===== src/rtl/sram_pkg.sv =====
// Shared types and widths for the SRAM access controller.
// The optional one-entry read buffer is enabled by SRAM_LAST_READ_BUFFER_EN.
package sram_pkg;

    localparam int SRAM_DATA_W = 16;
    localparam int WORD_W      = 32;

    // Access sequencer states: a word access is IDLE -> LOW -> HIGH -> DONE.
    typedef enum logic [1:0] {
        IDLE = 2'd0,
        LOW  = 2'd1,
        HIGH = 2'd2,
        DONE = 2'd3
    } state_t;

endpackage


===== src/rtl/sram_access_controller_if.sv =====
// Bundles the pipeline-side request/response signals and the SRAM pad signals.
// slave: the controller; master: the pipeline plus SRAM pads driving it.
interface sram_access_controller_if #(
    parameter int SRAM_ADDR_W = 18
);
    import sram_pkg::*;

    logic                   memoryReadEnabled;
    logic                   memoryWriteEnabled;
    logic [WORD_W-1:0]      address;
    logic [WORD_W-1:0]      writeData;
    logic [WORD_W-1:0]      readData;
    logic                   ready;
    logic                   freeze;
    logic [SRAM_ADDR_W-1:0] sramAddr;
    logic [SRAM_DATA_W-1:0] sramDataOut;
    logic [SRAM_DATA_W-1:0] sramDataIn;
    logic                   sramDataOe;
    logic                   sramWeN;

    modport slave (
        input  memoryReadEnabled, memoryWriteEnabled, address, writeData, sramDataIn,
        output readData, ready, freeze, sramAddr, sramDataOut, sramDataOe, sramWeN
    );

    modport master (
        output memoryReadEnabled, memoryWriteEnabled, address, writeData, sramDataIn,
        input  readData, ready, freeze, sramAddr, sramDataOut, sramDataOe, sramWeN
    );

endinterface


===== src/rtl/sram_wait_counter.sv =====
// Down-counter timing one half-word phase: load on phase entry, then count
// down to zero and hold there (no wrap-around).
module sram_wait_counter #(
    parameter int WIDTH = 4
) (
    input  logic             clk,
    input  logic             rst,
    input  logic             load,
    input  logic [WIDTH-1:0] load_value,
    input  logic             dec,
    output logic             zero
);

    logic [WIDTH-1:0] count_reg;

    // Load takes priority over decrement; decrement saturates at zero.
    always_ff @(posedge clk) begin
        if (!rst) begin
            count_reg <= '0;
        end else if (load) begin
            count_reg <= load_value;
        end else if (dec && (count_reg != '0)) begin
            count_reg <= count_reg - 1'b1;
        end
    end

    assign zero = (count_reg == '0);

endmodule


===== src/rtl/sram_access_controller.sv =====
// Splits each 32-bit load/store into two 16-bit phases on an async SRAM and
// freezes the pipeline while the access is in flight.
// Optional feature: SRAM_LAST_READ_BUFFER_EN adds a one-entry last-read buffer
// so a repeated read of the same word completes without touching the SRAM.
module sram_access_controller
    import sram_pkg::*;
#(
    parameter int SRAM_ADDR_W = 18,
    parameter int WAIT_CYCLES = 2
) (
    input  logic                    clk,
    input  logic                    rst,
    sram_access_controller_if.slave bus
);

    localparam int         IDX_W     = SRAM_ADDR_W - 1;
    localparam logic [3:0] WAIT_LOAD = 4'(WAIT_CYCLES - 1);

    state_t                 state_reg;
    logic                   op_write_reg;
    logic [IDX_W-1:0]       index_reg;
    logic [WORD_W-1:0]      wdata_reg;
    logic [WORD_W-1:0]      read_data_reg;
    logic                   ready_reg;
    logic [SRAM_ADDR_W-1:0] sram_addr_reg;
    logic [SRAM_DATA_W-1:0] sram_dout_reg;
    logic                   sram_oe_reg;
    logic                   sram_we_n_reg;

    logic                   req;
    logic [IDX_W-1:0]       index_in;
    logic                   buf_hit;
    logic [WORD_W-1:0]      buf_data;
    logic                   ctr_load;
    logic                   ctr_dec;
    logic                   ctr_zero;

    assign req      = bus.memoryReadEnabled | bus.memoryWriteEnabled;
    assign index_in = bus.address[SRAM_ADDR_W:2];

    // Byte-offset and out-of-range address bits are intentionally ignored.
    logic unused_addr_bits;
    assign unused_addr_bits = ^{bus.address[WORD_W-1:SRAM_ADDR_W+1], bus.address[1:0]};

    sram_wait_counter #(.WIDTH(4)) u_wait_counter (
        .clk        (clk),
        .rst        (rst),
        .load       (ctr_load),
        .load_value (WAIT_LOAD),
        .dec        (ctr_dec),
        .zero       (ctr_zero)
    );

    // Counter control: reload at the start of each phase, count down inside it.
    always_comb begin
        ctr_load = 1'b0;
        ctr_dec  = 1'b0;
        case (state_reg)
            IDLE:    ctr_load = req & ~buf_hit;
            LOW:     begin
                         ctr_load = ctr_zero;
                         ctr_dec  = ~ctr_zero;
                     end
            HIGH:    ctr_dec = ~ctr_zero;
            default: ;
        endcase
    end

`ifdef SRAM_LAST_READ_BUFFER_EN
    logic              buf_valid_reg;
    logic [IDX_W-1:0]  buf_index_reg;
    logic [WORD_W-1:0] buf_data_reg;

    // Only a pure read can be served from the buffer; both enables means write.
    assign buf_hit  = buf_valid_reg & (buf_index_reg == index_in)
                    & bus.memoryReadEnabled & ~bus.memoryWriteEnabled;
    assign buf_data = buf_data_reg;

    // Fill on a completed read; keep coherent when a write hits the same word.
    always_ff @(posedge clk) begin
        if (!rst) begin
            buf_valid_reg <= 1'b0;
            buf_index_reg <= '0;
            buf_data_reg  <= '0;
        end else if ((state_reg == HIGH) && ctr_zero) begin
            if (!op_write_reg) begin
                buf_valid_reg <= 1'b1;
                buf_index_reg <= index_reg;
                buf_data_reg  <= {bus.sramDataIn, read_data_reg[15:0]};
            end else if (buf_valid_reg && (buf_index_reg == index_reg)) begin
                buf_data_reg  <= wdata_reg;
            end
        end
    end
`else
    assign buf_hit  = 1'b0;
    assign buf_data = '0;
`endif

    // Access sequencer with registered pad and response outputs.
    always_ff @(posedge clk) begin
        if (!rst) begin
            state_reg     <= IDLE;
            op_write_reg  <= 1'b0;
            index_reg     <= '0;
            wdata_reg     <= '0;
            read_data_reg <= '0;
            ready_reg     <= 1'b0;
            sram_addr_reg <= '0;
            sram_dout_reg <= '0;
            sram_oe_reg   <= 1'b0;
            sram_we_n_reg <= 1'b1;
        end else begin
            ready_reg <= 1'b0;
            case (state_reg)
                IDLE: begin
                    if (buf_hit) begin
                        state_reg     <= DONE;
                        ready_reg     <= 1'b1;
                        read_data_reg <= buf_data;
                    end else if (req) begin
                        state_reg     <= LOW;
                        op_write_reg  <= bus.memoryWriteEnabled;
                        index_reg     <= index_in;
                        wdata_reg     <= bus.writeData;
                        sram_addr_reg <= {index_in, 1'b0};
                        sram_dout_reg <= bus.writeData[15:0];
                        sram_oe_reg   <= bus.memoryWriteEnabled;
                        sram_we_n_reg <= ~bus.memoryWriteEnabled;
                    end
                end
                LOW: begin
                    if (ctr_zero) begin
                        if (!op_write_reg) begin
                            read_data_reg[15:0] <= bus.sramDataIn;
                        end
                        state_reg     <= HIGH;
                        sram_addr_reg <= {index_reg, 1'b1};
                        sram_dout_reg <= wdata_reg[31:16];
                    end
                end
                HIGH: begin
                    if (ctr_zero) begin
                        if (!op_write_reg) begin
                            read_data_reg[31:16] <= bus.sramDataIn;
                        end
                        state_reg     <= DONE;
                        ready_reg     <= 1'b1;
                        sram_oe_reg   <= 1'b0;
                        sram_we_n_reg <= 1'b1;
                    end
                end
                DONE:    state_reg <= IDLE;
                default: state_reg <= IDLE;
            endcase
        end
    end

    assign bus.readData    = read_data_reg;
    assign bus.ready       = ready_reg;
    assign bus.sramAddr    = sram_addr_reg;
    assign bus.sramDataOut = sram_dout_reg;
    assign bus.sramDataOe  = sram_oe_reg;
    assign bus.sramWeN     = sram_we_n_reg;
    // Release the pipeline in the DONE cycle; never hold it during reset.
    assign bus.freeze      = rst & req & ~ready_reg;

endmodule


===== src/flat_wrapper.sv =====
// flat-port wrapper written by rule: the top's interface ports become plain ports
module sram_access_controller_flat import sram_pkg::*;
#(
    parameter int SRAM_ADDR_W = 18,
    parameter int WAIT_CYCLES = 2
)
  (clk, rst, bus_memoryReadEnabled, bus_memoryWriteEnabled, bus_address, bus_writeData, bus_sramDataIn, bus_readData, bus_ready, bus_freeze, bus_sramAddr, bus_sramDataOut, bus_sramDataOe, bus_sramWeN);
  sram_access_controller_if #(.SRAM_ADDR_W(SRAM_ADDR_W)) bus_i ();
  input  logic clk;
  input  logic rst;
  input wire logic [$bits(bus_i.memoryReadEnabled)-1:0] bus_memoryReadEnabled;
  input wire logic [$bits(bus_i.memoryWriteEnabled)-1:0] bus_memoryWriteEnabled;
  input wire logic [$bits(bus_i.address)-1:0] bus_address;
  input wire logic [$bits(bus_i.writeData)-1:0] bus_writeData;
  input wire logic [$bits(bus_i.sramDataIn)-1:0] bus_sramDataIn;
  output wire logic [$bits(bus_i.readData)-1:0] bus_readData;
  output wire logic [$bits(bus_i.ready)-1:0] bus_ready;
  output wire logic [$bits(bus_i.freeze)-1:0] bus_freeze;
  output wire logic [$bits(bus_i.sramAddr)-1:0] bus_sramAddr;
  output wire logic [$bits(bus_i.sramDataOut)-1:0] bus_sramDataOut;
  output wire logic [$bits(bus_i.sramDataOe)-1:0] bus_sramDataOe;
  output wire logic [$bits(bus_i.sramWeN)-1:0] bus_sramWeN;
  assign bus_i.memoryReadEnabled = bus_memoryReadEnabled;
  assign bus_i.memoryWriteEnabled = bus_memoryWriteEnabled;
  assign bus_i.address = bus_address;
  assign bus_i.writeData = bus_writeData;
  assign bus_i.sramDataIn = bus_sramDataIn;
  assign bus_readData = bus_i.readData;
  assign bus_ready = bus_i.ready;
  assign bus_freeze = bus_i.freeze;
  assign bus_sramAddr = bus_i.sramAddr;
  assign bus_sramDataOut = bus_i.sramDataOut;
  assign bus_sramDataOe = bus_i.sramDataOe;
  assign bus_sramWeN = bus_i.sramWeN;
  sram_access_controller #(.SRAM_ADDR_W(SRAM_ADDR_W), .WAIT_CYCLES(WAIT_CYCLES)) u_core (.clk(clk), .rst(rst), .bus(bus_i));
endmodule

===== config.mk =====
export PLATFORM = sky130hd
export DESIGN_NAME = sram_access_controller_flat
export DESIGN_NICKNAME = d
export VERILOG_FILES = /design/src/rtl/sram_pkg.sv /design/src/rtl/sram_access_controller_if.sv /design/src/rtl/sram_wait_counter.sv /design/src/rtl/sram_access_controller.sv /design/src/flat_wrapper.sv
export SDC_FILE = /design/constraint.sdc
export NUM_CORES = 1
export LEC_CHECK = 0
export ABC_CLOCK_PERIOD_IN_PS = 2500
export BUFFER_PORTS_ARGS = -buffer_cell sky130_fd_sc_hd__buf_2
export CELL_PAD_IN_SITES_DETAIL_PLACEMENT = 0
export CELL_PAD_IN_SITES_GLOBAL_PLACEMENT = 1
export CORE_MARGIN = 2
export CORE_UTILIZATION = 37
export CTS_BUF_LIST = sky130_fd_sc_hd__clkbuf_16
export DETAILED_ROUTE_END_ITERATION = 10
export PLACE_DENSITY = 0.82
export RECOVER_POWER = 25
export SYNTH_ARGS = -nofsm -noshare
export SYNTH_HDL_FRONTEND = slang
export SYNTH_SLANG_ARGS = --single-unit
export TNS_END_PERCENT = 50

===== constraint.sdc =====
create_clock -name clk -period 2.5 [get_ports clk]
set_input_delay 0.5 -clock clk [delete_from_list [all_inputs] [get_ports clk]]
set_output_delay 0.5 -clock clk [all_outputs]
set_load 0.1 [all_outputs]

== Word level (Yosys, flattened, before mapping) ==
Index checks and enable logic that the tools add are counted.
Word-level totals
  memory bits (writable): 0
  logic and storage cells: 65
  memory bits (read-only): 0
  output and inout port bits: 70
  memories: 0
  bits of input ports: 84
  bits in registers: 125
  bits in latches: 0
Cells by class
  multiplexer cells: 21
  reductions and logical operators: 16
  div/mod/pow operators: 0
  eq/ne operators: 6
  $mul: 0
  magnitude comparators: 0
  shift-type cells: 0
  $add $sub $neg: 1
  bitwise gates (word level): 8
Operators by type and width (number)
  2-to-1 mux 18 bit: 2
  one-hot mux 18 bit (2 select lines): 1
  2-to-1 mux 16 bit: 2
  one-hot mux 16 bit (2 select lines): 1
  AND reduction 3 bit: 5
  2-to-1 mux 1 bit: 8
  one-hot mux 2 bit (4 select lines): 1
  2-to-1 mux 2 bit: 3
  inequality test 2 x 1 -> 1 bit, second input constant: 3
  one-hot mux 1 bit (2 select lines): 3
  nonzero test 2 bit: 3
  inverter 1 bit: 5
  equality test 2 bit, second input constant: 2
  zero test 4 bit: 1
  AND reduction 2 bit: 2
  nonzero test 4 bit: 1
  OR reduction 2 bit: 2
  subtractor 4 x 1 -> 4 bit, second input constant: 1
  AND 1 bit: 2
  equality test 2 x 1 -> 1 bit, second input constant: 1
  zero test 2 bit: 1
  logical AND 1 bit: 1
  bitwise OR 1 bit: 1

== Depth between registers and ports, before layout ==
Gate-level depths: netlist of run 1.
  depth after elaboration: 6
  depth in mapped cells: 8
  gate-level depth less buffers: 5

== Hierarchy ==
A second synthesis of run 1 with hierarchy kept.
Unflattened totals
  cell total of the unflattened synthesis: 518
  area, all modules: 4683.2 um^2
By module, submodules not included
  sram_access_controller: times used 1, area an instance 4426.7 um^2, cells an instance 487
  sram_wait_counter: times used 1, area an instance 256.5 um^2, cells an instance 31

== Worst setup path after synthesis of run 1 ==
No wires, ideal clock.
  path kind: input to output
  start point: input port rst
  end point: output port bus_freeze
  setup slack: -0.982 ns
  data arrival time: 2.982 ns
  path buffers: 2
  cell stages on the path: 4
  path through: clkbuf_1 > inv_1 > clkbuf_1 > nor3_1
On the way
  longest elaborated chain between the ends: 2
RTL lines
  start, declared: RTL line flat_wrapper.sv:10  | input logic rst;
  AND 1 bit (2 in series): RTL line sram_access_controller.sv:166  | assign bus.freeze = rst & req & ~ready_reg;
  end, declared: RTL line flat_wrapper.sv:18  | output wire logic [$bits(bus_i.freeze)-1:0] bus_freeze;
Every way passes these cells.

== Final worst setup path of run 1 ==
  start point: register u_core.u_wait_counter.count_reg[0]
  end point: register u_core.sram_addr_reg[2] (netlist: u_core.bus.sramAddr[2])
On the way
  longest elaborated chain between the ends: 3
RTL lines
  start, declared: RTL line sram_wait_counter.sv:14  | logic [WIDTH-1:0] count_reg;
  start signal, assigned: RTL line sram_wait_counter.sv:21  | count_reg <= load_value;
  start signal, assigned: RTL line sram_wait_counter.sv:23  | count_reg <= count_reg - 1'b1;
  zero test 4 bit: RTL line sram_wait_counter.sv:27  | assign zero = (count_reg == '0);
  inequality test 2 x 1 -> 1 bit (no source line)
  AND reduction 3 bit (no source line)
  end signal, assigned: RTL line sram_access_controller.sv:126  | sram_addr_reg <= {index_in, 1'b0};
  end signal, assigned: RTL line sram_access_controller.sv:138  | sram_addr_reg <= {index_reg, 1'b1};
  end, declared: RTL line sram_access_controller.sv:25  | logic [SRAM_ADDR_W-1:0] sram_addr_reg;
Every way passes these cells.
A chain may end at the register's enable or synchronous reset.

==> results of run 1 <==
layer usage:
layer	wire (um)	track usage
met5	0	0
met4	183	0.0595
met3	888	0.0523
met2	5060	0.282
met1	5130	0.203
power by group:
part / switching, mW / internal (mW)
clock: 0.611 / 0.763
combinational: 3.71 / 1.23
sequential: 0.237 / 2.21
total: 4.56 / 4.20
placed cells by master (no fill, tap or decap), types with 2 or more instances in the layout:
cell type,netlist,routed
nand2_1,191,191
buf_4,0,6
ha_1,5,4
clkinv_1,0,2
nor3b_1,2,2
clkbuf_1,27,43
dfxtp_1,109,109
inv_1,6,8
nor2_1,6,6
a21oi_1,37,37
nand4b_1,2,2
buf_2,4,94
mux2_2,33,33
buf_12,3,4
mux2i_1,67,67
clkbuf_16,0,9
a211oi_1,2,2
o21ai_0,3,3
critical path: cells and delay by family, from the launching register on:
kind                       cells  cell delay (ns)
and+or+nand+nor                1             0.43
adders and majority gates      1             0.27
muxes                          1             0.14
buffers and inverters          2             0.34
AOI/OAI and AO/OA              1             0.52
DFF                            1             0.31
worst paths after layout:
check	to	startpoint	slack [ns]
worst max-delay path	u_core.bus.sramAddr[2]$_SDFFE_PN0P_	u_core.u_wait_counter.count_reg[0]$_SDFFE_PN0P_	0.36
worst min-delay path	u_core.wdata_reg[31]$_SDFFE_PN0P_	bus_writeData[31]	0.39
worst max register to register	u_core.bus.sramAddr[2]$_SDFFE_PN0P_	u_core.u_wait_counter.count_reg[0]$_SDFFE_PN0P_	0.36
worst min register to register	u_core.wdata_reg[19]$_SDFFE_PN0P_	u_core.wdata_reg[19]$_SDFFE_PN0P_	0.45
metrics by stage:
step	hold WS (ns)	cells	worst slack [ns]
2_1_floorplan	0.433	517	0.261
3_3_place_gp	0.438	796	0.407
3_5_place_dp	0.443	796	0.349
4_1_cts	0.373	812	0.326
5_1_grt	0.393	812	0.209
6_report	0.387	812	0.360
layout make-up:
| cell class | instances | area [um^2] |
|---|---|---|
| flip-flops and latches | 109 | 2180 |
| inverters | 6 | 22.5 |
| fillers | 1239 | 6390 |
| clock buffers | 9 | 225 |
| clock inverters | 7 | 58.8 |
| multi-input cells | 365 | 2260 |
| well taps | 168 | 210 |
| repair buffers | 148 | 762 |
cell families (layout without fill, tap and decap cells):
| family | Yosys count | count (layout) | share of synthesized area |
|---|---|---|---|
| AO/OA/AOI/OAI | 50 | 50 | 0.0602 |
| adder cells (fa/ha/maj) | 5 | 5 | 0.0135 |
| buffers and inverters | 43 | 170 | 0.0480 |
| flip-flops | 109 | 109 | 0.470 |
| multiplexers | 100 | 100 | 0.225 |
| AND/OR/NAND/NOR | 210 | 210 | 0.183 |
==> impl_results.md, run 1 <==
* Status: finished clean
* Setup CP Type: register to register
* CTS buffer count at 9
* Hold_buf cts at 0
* Hold Vio Cnt, Final at 0
* Mapped Cells at around 520
* Cell Chain, Critical Path: inv_1, ha_1, or3b_4, a211o_2, buf_12, mux2i_1
* FP Rows at 40
* GRT Total Usage at 0.168
* Post-synth top cells: nand2_1, dfxtp_1, mux2i_1
* Clk root buf: clkbuf_16
* Part of the cycle the worst path needs at 0.856
* Required time of the critical path at 2.73 ns
* EDFF count, synth at 0
* Synth Register Bits at 109
* Placed cell areas at approximately 5500 um^2
* Slew headroom at 0.182
* Die Y at 116 um
* Clock latency on the worst-skew pair at 0.35 ns
* Fin crit period at 2.14 ns
* Startpoint Class: register
* Num ports at 154
* Max-slew violations at 0
* Critical Path Fanout Max at 22
* DRT iter0 DRCs at 176
* Setup Buffers After CTS at 0
* Mean Syn Cell Area at 8.97 um^2
* Chip width at 116 um
* Final setup vio count at 0
* LEAKAGE at 2.62 nW
* Placer's final routability congestion estimate at 0.720
* DIE AREA at 13400 um^2
* Max-Cap Viols at 0
* Drt via density at 4.75
* Worst Path Arrival at around 2.4 ns
* Setup Skew at roughly 0.0063 ns
* Top FF cell, synth: dfxtp_1
* Top cell type by total area after synthesis: dfxtp_1
* Number of H-tree levels at 3
* Clock sink total at 109
* Post-synth top area share at 0.470
* CTS tree: done
* Main area contributors after synthesis: dfxtp_1, nand2_1, mux2i_1
* RSZ-0062 raised after global routing: false
* Fraction of registers with async set/reset at 0
* Total design power at 8.76 mW
* Vias in the first global route at 3742
* Initial Utilization at 0.383
* Setup total negative slack at 0 ns
* Max Freq at 467 MHz
* Count of input and output buffers at about 140
* Post-CTS sizing at 0
* Core area at 12100 um^2
* Routed WL per cell at 13.9 um
* Slowest CP cell: a211o_2
* Post-Synthesis Cell Area at 4640 um^2
* Share of cells above drive strength 1 at 0.244
* Max reg flops at 32
* Worst hold path stage count at 3
* Pwr Density at between 1500 and 2000 nW/um^2
* Clock Path Buffers at 2
* Post-layout util at 0.472
* Net Count, Synth at 606
* Max VDD drop at just under 0.0009 V
* Actual slew at the worst max-slew pin at 1.23 ns
* N_diodes at 0
* HPWL after DPL at 7.57 mm
* Clk pin slew, worst setup/hold paths at 0.07 ns
* Initial antenna violation count at 0
* Top-count cell post-synth: nand2_1
* Nets@finish at 728
* Crit end category: register
* Routed vias at 3858
* DRC Markers at 0
* Critical path's largest stage delay at 0.52 ns
* Hold crit path type: primary input to register
* Area Overhead vs Synth at 23.3%
* Synth unique cells at 34
* Final instance area at around 5700 um^2
* Pin count of the biggest net entering global routing at 122
* YS warnings at 0
* R2r worst-path depth at 6
* Drt total wl at 11.3 mm
* Sequential share of the synthesized area at 0.470
* First-pass GRT wire length at 17.8 mm
* Routed Antenna Nets at 0
* Gr ovfl total at 0
* TritonRoute pass-1 iters at 4
(Power assumes the default switching activity.)
==> inputs of run 2 (changes only) <==
Settings changed: PLACE_DENSITY 0.82 to 0.76.
==> run 2 against run 1 <==
  * Die area stayed put
  * Sequential share of layout area about the same
  * Via count increased by 0.86%
  * Combinational power hardly changed
  * First-iteration DRC count grew 11%
  * Final cell count is the same
  * Setup slack got worse by 0.018 ns
  * Sequential power hardly changed
==> impl_results.md, run 2 (synthesis gave the netlist of run 1 again) <==
* Setup CP Type: register to register
* Final setup vio count at 0
* FP Rows at 40
* Slowest CP cell: a211o_2
* Clock sink total at 109
* Clk root buf: clkbuf_16
* Drt via density at approximately 4.8
* Inst Count DP at 796
* CTS buffer count at 9
* TritonRoute pass-1 iters at 4
* Routed vias at 3891
* Vias in the first global route at 3754
* Max VDD drop at 0.000892 V
* Register Area at 2180 um^2
* Max reg flops at 32
* Crit end category: register
* Fin crit period at 2.16 ns
* Setup total negative slack at 0 ns
* Part of the cycle the worst path needs at 0.863
* Multi-input logic area at 2250 um^2
* Post-CTS sizing at 0
* Critical path's largest stage delay at 0.53 ns
* Die Y at 116 um
* Share of cells above drive strength 1 at 0.252
* Most frequent cells in the layout: nand2_1, dfxtp_1, buf_2, mux2i_1, clkbuf_1
* Max Freq at 463 MHz
* CTS tree: done
* Num ports at 154
* RSZ-0062 raised after global routing: false
* DIE AREA at approximately 13000 um^2
* DRT iter0 DRCs at 196
* Core area at 12100 um^2
* Area Overhead vs Synth at 23.2%
* N_diodes at 0
* Cell Count, Final, Fillers Out at 812
* HPWL after DPL at 7.66 mm
* Gr ovfl total at 0
* Count of input and output buffers at between 100 and 150
* LEAKAGE at roughly 2.6 nW
* Max-Cap Viols at 0
* Cell Chain, Critical Path: inv_1, ha_1, or3b_4, a211o_2, buf_12, mux2i_1
* Setup Skew at 0.00936 ns
* Routed Antenna Nets at 0
* Routed WL per cell at 14.0 um
* Actual slew at the worst max-slew pin at 1.21 ns
* Chip width at approximately 120 um
* Hold crit path type: primary input to register
* Slew headroom at 0.196
* Worst Path Arrival at approximately 2.4 ns
* Drt total wl at 11.3 mm
* Clk pin slew, worst setup/hold paths at ~0.070 ns
* First-pass GRT wire length at ~18 mm
* Number of H-tree levels at 3
* Commonest non-fill, non-tap cell in the layout: nand2_1
* Pin count of the biggest net entering global routing at between 100 and 150
* Fillers at around 1300
* Initial Utilization at 0.383
* Critical Path Fanout Max at 21
* Required time of the critical path at 2.73 ns
* Hold_buf cts at 0
* Setup Buffers After CTS at 0
* DRC Markers at 0
* Placer's final routability congestion estimate at 0.710
* Status: finished clean
* Max-slew violations at 0
* Critical path's top delay family: compound AO/OA/AOI/OAI gates
* Hold Vio Cnt, Final at 0
* Nets@finish at approximately 730
* CP bufs+invs at 2
* Clock latency on the worst-skew pair at around 0.34 ns
* Startpoint Class: register
* Pwr Density at 1530 nW/um^2
* Initial antenna violation count at 0
* GRT Total Usage at 0.167
* Clock Path Buffers at 2
## run 2: cell count changes in the layout (fill, tap and decap cells not counted)
cell        delta
buf_2          +5
clkbuf_1       -5
buf_4          -2
clkbuf_2       +2
clkinv_1       -1
clkinv_2       +1
clkinv_4       -1
clkinvlp_4     +1
nor4b_1        +1
nor4b_2        -1
## run 2: report_power, final
group          switching, mW  internal, mW
registers              0.230          2.21
logic                   3.70          1.23
clock network          0.610         0.763
## run 2: layout make-up
class                   instances  share of cell area
well taps                     168              0.0368
repair buffers                148               0.134
clock inverters                 7              0.0103
multi-input cells             365               0.394
clock buffers                   9              0.0394
flip-flops and latches        109               0.382
inverters                       6             0.00394
## run 2: final timing paths
check                                                                     start                                endpoint  slack (ns)  depth (start not counted)
worst min register to register           u_core.bus.sramDataOut[5]$_SDFFE_PN0P_  u_core.bus.sramDataOut[5]$_SDFFE_PN0P_        0.45                          2
worst max-delay path            u_core.u_wait_counter.count_reg[0]$_SDFFE_PN0P_  u_core.bus.sramDataOut[7]$_SDFFE_PN0P_        0.34                          6
worst max register to register  u_core.u_wait_counter.count_reg[0]$_SDFFE_PN0P_  u_core.bus.sramDataOut[7]$_SDFFE_PN0P_        0.34                          6
worst min-delay path                                          bus_writeData[17]       u_core.wdata_reg[17]$_SDFFE_PN0P_        0.39                          3
## run 2: metal layers
| metal | track usage | vias to the layer above | share of wire |
|---|---|---|---|
| li1 | - | 1947 | - |
| met1 | 0.200 | 1818 | 0.44 |
| met2 | 0.279 | 110 | 0.47 |
| met3 | 0.0628 | 16 | 0.080 |
| met4 | 0.0508 | 0 | 0.015 |
| met5 | 0 | - | 0 |
## run 2: worst register-to-register path, stage by stage (launching register included)
cell	delay, ns
dfxtp_1	0.31
inv_1	0.09
ha_1	0.28
or3b_4	0.43
a211o_2	0.53
buf_12	0.26
mux2i_1	0.15
## run 2: per-stage QoR
| stage | setup slack (ns) | hold WS, ns | area [um^2] | total power [mW] | util |
|---|---|---|---|---|---|
| CTS | 0.338 | 0.376 | 5780 | 8.90 | 0.477 |
| global placement | 0.402 | 0.438 | 5500 | 7.43 | 0.454 |
| global route | 0.180 | 0.382 | 5720 | 9.19 | 0.472 |
| floorplan | 0.261 | 0.433 | 4650 | 6.74 | - |
| detailed placement | 0.356 | 0.445 | 5500 | 7.51 | 0.454 |
| finish | 0.342 | 0.389 | 5720 | 8.74 | 0.472 |
==> inputs of run 3 (changes only) <==
Settings changed: BUFFER_PORTS_ARGS -buffer_cell sky130_fd_sc_hd__buf_2 to not set, CORE_UTILIZATION 37 to 46, DONT_BUFFER_PORTS set to 1, PLACE_DENSITY 0.76 to 0.75.
==> run 3 against run 2 <==
  * Register-to-register slack got worse by 0.03 ns
  * Non-clock buffer count fell by 68
  * Sequential share of layout area rose by 2.1 points
  * Sequential power fell by 2%
  * Clock skew fell by 0.0011 ns
  * Global-route usage rose by 2.7 points
  * Hold slack got worse by 0.10 ns
  * Utilization rose by 8.2 points
  * Clock power rose by 12%
  * Die area fell by 19%
  * Highest routed layer unchanged
==> impl_results.md, run 3 (synthesis gave the netlist of run 1 again) <==
* Status: finished clean
* Hold Vio Cnt, Final at 0
* Part of the power in registers at 0.269
* Most frequent cells in the layout: nand2_1, dfxtp_1, mux2i_1, clkbuf_1, a21oi_1
* Slowest CP cell: buf_4
* Final setup vio count at 0
* Max VDD drop at 0.000770 V
* Gr ovfl total at 0
* GRT Total Usage at 0.194
* Setup CP Type: register to register
* Core area at between 9000 and 10000 um^2
* Placed cell areas at 5260 um^2
* Number of H-tree levels at 3
* Crit end category: register
* Slew headroom at 0.160
* Combinational fraction of design power at 0.559
* Routed Antenna Nets at 0
* Setup total negative slack at 0 ns
* DRC Markers at 0
* CP startpoint: u_core.state_reg[0]$_SDFFE_PN0P_
* Clk pin slew, worst setup/hold paths at 0.07 ns
* HPWL after DPL at 7.09 mm
* Inst Count DP at 693
* Setup Skew at 0.00829 ns
* Fin crit period at roughly 2.2 ns
* Clock Path Buffers at 2
* Setup ws final at a little over 0.3 ns
* Clk root buf: clkbuf_16
* First-pass GRT wire length at 17.3 mm
* Num ports at 154
* Post-layout util at 0.554
* Critical path's largest stage delay at around 0.52 ns
* P_sw at 4.54 mW
* Switch share at 0.513
* Critical Path Sink: u_core.bus.sramAddr[15]$_SDFFE_PN0P_
* N_diodes at 0
* Initial antenna violation count at 0
* Max-Cap Viols at 0
* Routed vias at 3615
* Pwr Density at 1640 nW/um^2
* Worst hold start: bus_address[5]
* CTS tree: done
* Chip width at 104 um
* Required time of the critical path at 2.77 ns
* LEAKAGE at ~2.3 nW
* R2r worst-path depth at 6
* Drt via density at about 5.1
* Initial Utilization at 0.475
* Share of cells above drive strength 1 at 0.160
* Clock latency on the worst-skew pair at around 0.34 ns
* Placer's final routability congestion estimate at 0.790
* Max Freq at 456 MHz
* Pre-CTS WS at 0.330 ns
* Pin count of the biggest net entering global routing at 123
* RR Endpoint: u_core.bus.sramAddr[15]$_SDFFE_PN0P_
* Setup Buffers After CTS at 0
* Critical Path Fanout Max at 33
* Startpoint Class: register
* Worst Path Arrival at 2.46 ns
* Reg2reg start: u_core.state_reg[0]$_SDFFE_PN0P_
* Cell Count, Final, Fillers Out at approximately 700
* TritonRoute pass-1 iters at 4
* Clk pwr share at 0.172
* Vias in the first global route at 3656
* P_int at 4.31 mW
* Die Y at 104 um
* Nets@finish at 660
* Commonest non-fill, non-tap cell in the layout: nand2_1
* Max reg flops at 32
* Area Overhead vs Synth at 16.7%
* Routed WL per cell at between 10 and 15 um
* Count of input and output buffers at 0
* Hold_buf cts at 0
* Post-CTS sizing at 0
* Flop2flop setup slack at between 0.3 and 0.4 ns
* Cell Chain, Critical Path: inv_1, ha_1, nor3b_1, a211o_2, buf_4, mux2i_1
* Clock sink total at 109
* FP Rows at 36
* DRT iter0 DRCs at between 150 and 200
* Part of the cycle the worst path needs at 0.877
* Actual slew at the worst max-slew pin at 1.26 ns
* CTS buffer count at 9
* Final instance area at 5410 um^2
* Hold crit path type: primary input to register
* Max-slew violations at 0
* RSZ-0062 raised after global routing: false
* Drt total wl at 10.6 mm
* DIE AREA at around 11000 um^2
[run 3: cell type report]
| type | count | area, um^2 |
|---|---|---|
| clock buffer | 9 | 225 |
| clock inverter | 7 | 97.6 |
| fill | 929 | 4360 |
| inverter | 6 | 22.5 |
| multi-input combinational | 365 | 2260 |
| sequential | 109 | 2180 |
| tap | 133 | 166 |
| timing repair buffer | 80 | 460 |
[run 3: power groups by stage]
stage	logic [mW]	clock network [mW]	registers, mW
3_5_place_dp	5.18	0	2.42
5_1_grt	5.23	1.63	2.42
4_1_cts	5.18	1.57	2.39
2_1_floorplan	2.01	0	4.73
3_3_place_gp	5.10	0	2.40
6_report	4.95	1.53	2.38
[run 3: layer usage]
layer	track usage	up-vias	routed length (um)
met5	0	-	0
met3	0.0520	18	617
met1	0.229	1706	4500
li1	-	1817	-
met2	0.331	74	5280
met4	0.0820	0	223
[run 3: worst min path at each step]
stage,slack [ns],endpoint,depth (start not counted)
floorplan,0.43,u_core.index_reg[0]$_SDFFE_PN0P_,2
global placement,0.44,u_core.index_reg[2]$_SDFFE_PN0P_,2
detailed placement,0.44,u_core.index_reg[2]$_SDFFE_PN0P_,2
CTS,0.28,u_core.wdata_reg[26]$_SDFFE_PN0P_,2
global route,0.28,u_core.index_reg[8]$_SDFFE_PN0P_,2
finish,0.28,u_core.index_reg[3]$_SDFFE_PN0P_,2
[run 3: critical path, delay by kind of cell, from the launching register on]
kind / cells / cell delay, ns
AND/OR/NAND/NOR: 1 / 0.37
AO/OA/AOI/OAI: 1 / 0.16
multiplexers: 1 / 0.26
adder cells (fa/ha/maj): 1 / 0.35
flip-flops: 1 / 0.32
buffers and inverters: 2 / 0.64
[run 3: stage by stage]
stage,power [mW],hold slack (ns)
after floorplan,6.74,0.433
after global placement,7.50,0.438
after detailed placement,7.60,0.444
after CTS,9.14,0.281
after global routing,9.29,0.276
final,8.85,0.285
